### config.mk
export PLATFORM = sky130hd
export DESIGN_NAME = mem_port_arbiter
export DESIGN_NICKNAME = d
export VERILOG_FILES = /design/src/rtl/mem_port_arbiter.sv
export SDC_FILE = /design/constraint.sdc
export NUM_CORES = 1
export LEC_CHECK = 0
export BUFFER_PORTS_ARGS = -buffer_cell sky130_fd_sc_hd__clkbuf_2
export CORE_AREA = 2 2 117 119
export DETAILED_ROUTE_END_ITERATION = 10
export DIE_AREA = 0 0 119 121
export HOLD_SLACK_MARGIN = 0.12
export PLACE_DENSITY = 0.89
export REMOVE_ABC_BUFFERS = 1
export SETUP_SLACK_MARGIN = 0.05
export SYNTH_ARGS = -nofsm -noshare
export SYNTH_HDL_FRONTEND = slang
export SYNTH_SLANG_ARGS = --single-unit
### constraint.sdc
create_clock -name cclk -period 4.9 [get_ports cclk]
set_input_delay 0.245 -clock cclk [delete_from_list [all_inputs] [get_ports cclk]]
set_output_delay 0.245 -clock cclk [all_outputs]
set_load 0.01 [all_outputs]
### src/rtl/mem_port_arbiter.sv
// mem_port_arbiter: shares the unified memory port of the multicycle MIPS core between
// the CPU and an external loader/debug requester using a request/grant/ack FSM.
// IDLE -> ACCESS (mem_en in first cycle, MEM_LAT+1 cycles for reads) -> ACK -> IDLE.
// Optional feature macro ARB_ROUND_ROBIN_EN: alternate priority on contention instead of
// fixed CPU priority with the starvation override.
module mem_port_arbiter #(
  parameter int unsigned ADDR_W     = 32,
  parameter int unsigned DATA_W     = 32,
  parameter int unsigned MEM_LAT    = 2,
  parameter int unsigned STARVE_MAX = 4
) (
  input  logic              cclk,
  input  logic              rstb,
  input  logic              cpu_req,
  input  logic              cpu_we,
  input  logic [ADDR_W-1:0] cpu_addr,
  input  logic [DATA_W-1:0] cpu_wdata,
  output logic [DATA_W-1:0] cpu_rdata,
  output logic              cpu_ack,
  output logic              cpu_stall,
  input  logic              ext_req,
  input  logic              ext_we,
  input  logic [ADDR_W-1:0] ext_addr,
  input  logic [DATA_W-1:0] ext_wdata,
  output logic [DATA_W-1:0] ext_rdata,
  output logic              ext_ack,
  output logic              mem_en,
  output logic              mem_we,
  output logic [ADDR_W-1:0] mem_addr,
  output logic [DATA_W-1:0] mem_wdata,
  input  logic [DATA_W-1:0] mem_rdata,
  output logic              busy
);

  localparam logic [3:0] MemLat = 4'(MEM_LAT);

  typedef enum logic [1:0] {StIdle, StAccess, StAck} state_e;

  state_e              state_q, state_d;
  logic                owner_q, owner_d;  // 1: ext holds the grant
  logic [3:0]          lat_cnt_q, lat_cnt_d;
  logic                mem_en_q, mem_en_d;
  logic                mem_we_q, mem_we_d;
  logic [ADDR_W-1:0]   mem_addr_q, mem_addr_d;
  logic [DATA_W-1:0]   mem_wdata_q, mem_wdata_d;
  logic [DATA_W-1:0]   cpu_rdata_q, cpu_rdata_d;
  logic [DATA_W-1:0]   ext_rdata_q, ext_rdata_d;
  logic                cpu_ack_q, cpu_ack_d;
  logic                ext_ack_q, ext_ack_d;

  logic                contended;
  logic                any_req;
  logic                ext_prio;
  logic                ext_pick;

  // Arbitration: a lone requester always wins; contention is settled by ext_prio.
  always_comb begin
    contended = cpu_req & ext_req;
    any_req   = cpu_req | ext_req;
    if (contended) begin
      ext_pick = ext_prio;
    end else begin
      ext_pick = ext_req;
    end
  end

`ifdef ARB_ROUND_ROBIN_EN
  logic rr_ext_prio_q, rr_ext_prio_d;

  assign ext_prio = rr_ext_prio_q;

  // Priority flips to whoever lost the last contended arbitration.
  always_comb begin
    rr_ext_prio_d = rr_ext_prio_q;
    if (state_q == StIdle && contended) begin
      rr_ext_prio_d = ~ext_pick;
    end
  end

  // Round-robin priority register; CPU wins the first contention after reset.
  always_ff @(posedge cclk or negedge rstb) begin
    if (!rstb) begin
      rr_ext_prio_q <= 1'b0;
    end else begin
      rr_ext_prio_q <= rr_ext_prio_d;
    end
  end
`else
  localparam logic [3:0] StarveMax = 4'(STARVE_MAX);

  logic [3:0] starve_cnt_q, starve_cnt_d;

  assign ext_prio = (starve_cnt_q == StarveMax);

  // Count contended CPU wins, saturating; any ext grant clears the count.
  always_comb begin
    starve_cnt_d = starve_cnt_q;
    if (state_q == StIdle && any_req) begin
      if (ext_pick) begin
        starve_cnt_d = 4'd0;
      end else if (contended && starve_cnt_q < StarveMax) begin
        starve_cnt_d = starve_cnt_q + 4'd1;
      end
    end
  end

  // Starvation counter register.
  always_ff @(posedge cclk or negedge rstb) begin
    if (!rstb) begin
      starve_cnt_q <= 4'd0;
    end else begin
      starve_cnt_q <= starve_cnt_d;
    end
  end
`endif

  // FSM next state and registered outputs.
  always_comb begin
    state_d     = state_q;
    owner_d     = owner_q;
    lat_cnt_d   = lat_cnt_q;
    mem_en_d    = 1'b0;
    mem_we_d    = mem_we_q;
    mem_addr_d  = mem_addr_q;
    mem_wdata_d = mem_wdata_q;
    cpu_rdata_d = cpu_rdata_q;
    ext_rdata_d = ext_rdata_q;
    cpu_ack_d   = 1'b0;
    ext_ack_d   = 1'b0;
    unique case (state_q)
      StIdle: begin
        if (any_req) begin
          owner_d  = ext_pick;
          mem_en_d = 1'b1;
          if (ext_pick) begin
            mem_we_d    = ext_we;
            mem_addr_d  = ext_addr;
            mem_wdata_d = ext_wdata;
          end else begin
            mem_we_d    = cpu_we;
            mem_addr_d  = cpu_addr;
            mem_wdata_d = cpu_wdata;
          end
          // Writes finish after one ACCESS cycle; reads wait out the memory latency.
          lat_cnt_d = mem_we_d ? 4'd0 : MemLat;
          state_d   = StAccess;
        end
      end
      StAccess: begin
        if (lat_cnt_q == 4'd0) begin
          if (!mem_we_q) begin
            if (owner_q) begin
              ext_rdata_d = mem_rdata;
            end else begin
              cpu_rdata_d = mem_rdata;
            end
          end
          cpu_ack_d = ~owner_q;
          ext_ack_d = owner_q;
          state_d   = StAck;
        end else begin
          lat_cnt_d = lat_cnt_q - 4'd1;
        end
      end
      StAck: begin
        state_d = StIdle;
      end
      default: begin
        state_d = StIdle;
      end
    endcase
  end

  // FSM state and output registers; reset abandons any in-flight access.
  always_ff @(posedge cclk or negedge rstb) begin
    if (!rstb) begin
      state_q     <= StIdle;
      owner_q     <= 1'b0;
      lat_cnt_q   <= 4'd0;
      mem_en_q    <= 1'b0;
      mem_we_q    <= 1'b0;
      mem_addr_q  <= '0;
      mem_wdata_q <= '0;
      cpu_rdata_q <= '0;
      ext_rdata_q <= '0;
      cpu_ack_q   <= 1'b0;
      ext_ack_q   <= 1'b0;
    end else begin
      state_q     <= state_d;
      owner_q     <= owner_d;
      lat_cnt_q   <= lat_cnt_d;
      mem_en_q    <= mem_en_d;
      mem_we_q    <= mem_we_d;
      mem_addr_q  <= mem_addr_d;
      mem_wdata_q <= mem_wdata_d;
      cpu_rdata_q <= cpu_rdata_d;
      ext_rdata_q <= ext_rdata_d;
      cpu_ack_q   <= cpu_ack_d;
      ext_ack_q   <= ext_ack_d;
    end
  end

  assign mem_en    = mem_en_q;
  assign mem_we    = mem_we_q;
  assign mem_addr  = mem_addr_q;
  assign mem_wdata = mem_wdata_q;
  assign cpu_rdata = cpu_rdata_q;
  assign ext_rdata = ext_rdata_q;
  assign cpu_ack   = cpu_ack_q;
  assign ext_ack   = ext_ack_q;
  assign cpu_stall = cpu_req & ~cpu_ack_q;
  assign busy      = (state_q != StIdle);

endmodule
* Word level (Yosys, flattened, before mapping) *
Index checks and enable logic that the tools add are counted.

storage, ports and cells
  word-level logic and storage cells = 60
  bits in registers = 143
  bits in latches = 0
  output and inout bits = 134
  memories = 0
  input bits = 166
  bits in read-only memories = 0
  bits in writable memories = 0

cells by class
  add/sub/neg operators = 2
  eq/ne operators = 5
  multipliers = 0
  reductions and logical operators = 13
  shift-type cells = 0
  bitwise gates (word level) = 6
  order comparisons = 1
  div/mod/pow operators = 0
  muxes and demuxes = 21

operators by type and width
  operator             number
  $mux 32              2
  $mux 4               4
  $mux 1               10
  $pmux 4 s2           1
  $reduce_and 4->1     2
  $mux 2               3
  $ne 2x2->1 const B   3
  $reduce_and 2->1     3
  $reduce_bool 2->1    3
  $add 4x1->4 const B  1
  $eq 4x3->1 const B   1
  $logic_not 4->1      1
  $lt 4x3->1 const B   1
  $pmux 2 s2           1
  $sub 4x1->4 const B  1
  $not 1->1            3
  $reduce_and 3->1     1
  $and 1x1->1          2
  $eq 2x1->1 const B   1
  $logic_and 1x1->1    2
  $logic_not 2->1      1
  $or 1x1->1           1

* Depth between registers and ports, before layout *
  word-level depth = 8
  depth in mapped cells = 8
  depth with buffers taken out = 6

* Worst setup path before layout *
No wires, ideal clock.

  path type = register -> register
  start point = reg lat_cnt_q[0]
  end point = reg cpu_rdata_q[10], in the netlist cpu_rdata[10]
  arrival time = 1.575 ns
  library setup time = 0.125 ns
  stages on the path, launching flop included = 8
  required time = 4.775 ns
  slack = 3.200 ns
  buffers on the path = 2
  period minus slack after synthesis = 1.700 ns
  cell sequence = dfrtp_1 > inv_1 > ha_1 > nand3_2 > or3_1 > buf_6 > buf_12 > mux2_4

on the way
  cells in the longest elaborated chain, start to end = 2

RTL lines
  element                            line  text
  from (decl)                        41    logic [3:0] lat_cnt_q, lat_cnt_d;
  from (signal assigned)             191   lat_cnt_q <= lat_cnt_d;
  $logic_not 4->1                    150   if (lat_cnt_q == 4'd0) begin
  $reduce_and 4->1 (no source line)  n/a
  to (signal assigned)               196   cpu_rdata_q <= cpu_rdata_d;
  to (decl)                          46    logic [DATA_W-1:0] cpu_rdata_q, cpu_rdata_d;

No other way between the ends.
A chain may end at the register's enable or synchronous reset.

* Worst setup path after layout *
  start point = reg starve_cnt_q[0]
  end point = reg mem_wdata_q[16], in the netlist mem_wdata[16]

on the way
  cells in the longest elaborated chain, start to end = 3

RTL lines
  element                 line  text
  from (decl)             91    logic [3:0] starve_cnt_q, starve_cnt_d;
  from (signal assigned)  112   starve_cnt_q <= starve_cnt_d;
  $eq 4x3->1              93    assign ext_prio = (starve_cnt_q == StarveMax);
  $mux 1                  60    if (contended) begin
  $mux 32                 135   if (ext_pick) begin
  to (signal assigned)    195   mem_wdata_q <= mem_wdata_d;
  to (decl)               45    logic [DATA_W-1:0] mem_wdata_q, mem_wdata_d;

No other way between the ends.

==> summary.txt <==
Cell Chain, Critical Path: inv_1 -> ha_1 -> and3b_1 -> o21a_2 -> buf_4 -> a21oi_1 -> a21oi_1 -> dlygate4sd3_1
post-synth top area share: 0.5884
Post-route DRC: 0
final wirelength: 21830 µm
number of buffers created by CTS: 17
highest clock rate: 0.3501 GHz
cell count after placement: 998
overall routing resource usage: 0.3070
total die area: 0.01440 mm²
CTS resizes: 0
min-delay src: ext_addr[21]
Hold Crit Depth: 3
Net Sw Frac: 0.3742
initial DRC count: 433
Int Power: 0.003849 W
routability congestion estimate: 0.8637
clock share of power: 0.202
R2R Setup Slk: 2.04 ns
Core Area: 0.01309 mm²
worst vdd ir: 374.8 µV
Final Hold Violating Endpoints: 0
setup_tns: 0 ns
yosys warns: 0
Slew HR: 0.2931
Distinct cells, synth: 30
Vias/cell: 5.315
critical path arrival: 3.21 ns
buffer count from post-CTS setup fixing: 0
FF+latch count, synth: 143
worst-path maximum fanout: 59
Post-Syn Area: 0.006082 mm²
minimum clock period: 2.857 ns
max incr delay on CP: 0.62 ns
Max-cap violations: 0
hold_ws: 0.1351 ns
DR vias: 6208
die height: 121 µm
Post-DP Area: 0.007665 mm²
commonest cells after routing, fill and taps aside: clkbuf_2 (298), dfrtp_1 (143), dlygate4sd3_1 (136)
Avg Cell Area, Syn: 11.02 µm²
initial antenna violation count: 1
Logic pwr share: 0.447
Setup Skew: 0.009148 ns
CP delay by family, top: buffers and inverters
CTS Hold Bufs: 136
synth top area cells: dfrtp_1 (59%), a21oi_1 (11%), mux2_4 (7.4%), mux2_2 (6.5%), nand2_1 (4.4%)
antenna viol nets, final: 0
WP data required: 5.25 ns
sequential power share: 0.351
H-tree levels: 4
layout cells sized above 1: 0.4131
clk slew on worst S/H paths: 0.06 ns
crit end category: flop
TritonCTS clock tree: built
Crit path top cell by count: a21oi_1
fin crit share: 0.5830
Synth Instances: 552
Leak: 4.885 nW
Buf+Inv Stages, Crit Path: 3
worst reg-to-reg path cell count: 8
RSZ-0062 raised after global routing: no
CP Launch Type: flop
worst-margin pin slew: 1.060 ns
num ports: 300
Starting Density: 0.4648
hold crit path type: primary input to flop
synthesis-to-layout area growth: 57.75%
switching pwr: 0.002302 W
CTS root buf: clkbuf_16
row count: 42
wire per inst: 18.69 µm
Clock Latency Late Sink: 0.42 ns
clk buf depth: 2
IO Port Bufs: 299
post-route design area: 0.009594 mm²
global-route wire length before repair: 34040 µm
vias in the first global route: 6612
status: finished clean
FF-to-FF Start: starve_cnt_q[0]
fin nets: 1147
Critical R2R Capture: mem_wdata[16]
hpwl dp: 12100 µm
fin cells: 1168
final setup violation count: 0
Max Slew Vio Count: 0
Crit Path Class: flop to flop
Critical Path Slowest Stage Cell: dlygate4sd3_1
DRT Pass-1 Iters: 5
die width: 119 µm
grt ovf: 0
clock sink count: 143
Hold EP: mem_addr[21]
most common cell after layout, fill and taps aside: clkbuf_2
Overall Power: 0.006151 W
Pwr Density: 641.2 mW/mm²
largest net degree at the start of global routing: 88
leading area contributor after synthesis: dfrtp_1
sequential fraction of the synthesis area: 0.5884
[worst register-to-register path: cells and delay by family (launching register included)]
kind	cells	cell delay (ns)
flip-flops	1	0.40
adder cells (fa/ha/maj)	1	0.16
buffers and inverters	3	1.26
AND/OR/NAND/NOR	1	0.24
AO/OA/AOI/OAI	3	0.73
[stage by stage]
stage                     utilization  setup slack (ns)
final                          0.7332             2.043
after CTS                      0.7328             2.213
after global placement         0.5858             2.762
after global routing           0.7330             1.892
after floorplan                     -           0.07391
after detailed placement       0.5858             2.660
[area by class of cell]
| cell class | count | area (µm²) |
|---|---|---|
| diodes | 2 | 5.005 |
| clock buffers | 20 | 456.7 |
| clock inverters | 12 | 106.4 |
| fillers | 796 | 3491 |
| inverters | 8 | 30.03 |
| multi-input cells | 366 | 2288 |
| flip-flops and latches | 143 | 3578 |
| well taps | 176 | 220.2 |
| repair buffers | 441 | 2909 |
[layer usage]
metal / vias to the layer above / track usage / part of all wire
met4: 0 / 0.2046 / 0.058
met3: 110 / 0.08083 / 0.079
met2: 429 / 0.5280 / 0.51
li1: 2714 / - / -
met5: - / 0 / 0
met1: 2955 / 0.3342 / 0.36
[power by group through the flow]
stage          Clock [W]  Combinational [W]  Sequential, W
2_1_floorplan          0            0.00109        0.00235
3_3_place_gp           0            0.00219        0.00211
3_5_place_dp           0            0.00228        0.00213
4_1_cts          0.00125            0.00264        0.00213
5_1_grt          0.00131            0.00296        0.00222
6_report         0.00124            0.00275        0.00216
[synthesized netlist by cell type, drive strengths merged]
cell type  count
nor2b          2
nor4           2
a22o           1
and3b          1
mux2          65
dfrtp        143
ha             4
inv            8
clkbuf        13
nand3          3
buf           22
nor2          70
and2           1
or3            1
a21boi         1
a211o          1
nand2         71
a21oi        132
mux2i          3
and3           1
or3b           1
o21a           1
o21ai          4
nand3b         1
[worst max path at each step]
| stage | end | startpoint | slack [ns] | cells past startpoint |
|---|---|---|---|---|
| 3_5_place_dp | cpu_rdata[12] | lat_cnt_q[0] | 2.66 | 5 |
| 5_1_grt | mem_wdata[16] | starve_cnt_q[0] | 1.89 | 8 |
| 2_1_floorplan | starve_cnt_q[0] | ext_req | 0.07 | 4 |
| 4_1_cts | mem_addr[15] | starve_cnt_q[0] | 2.21 | 8 |
| 6_report | mem_wdata[16] | starve_cnt_q[0] | 2.04 | 8 |
| 3_3_place_gp | cpu_rdata[12] | lat_cnt_q[0] | 2.76 | 5 |
[cell families (layout without fill, tap and decap cells)]
family / count (synthesis) / after routing / synth area share
other: 0 / 2 / 0
AND/OR/NAND/NOR: 154 / 154 / 0.1029
flip-flops: 143 / 143 / 0.5884
adder cells (fa/ha/maj): 4 / 4 / 0.008229
buffers and inverters: 43 / 481 / 0.03950
multiplexers: 68 / 68 / 0.1438
AO/OA/AOI/OAI: 140 / 140 / 0.1173
[registers in the layout, indices dropped and copies added (netlist names)]
signal	flops
cpu_ack	1
mem_addr	32
cpu_rdata	32
ext_ack	1
state_q	2
mem_en	1
lat_cnt_q	4
starve_cnt_q	4
ext_rdata	32
mem_we	1
mem_wdata	32
owner_q	1
Note: power is estimated with default switching activity, not from simulation.
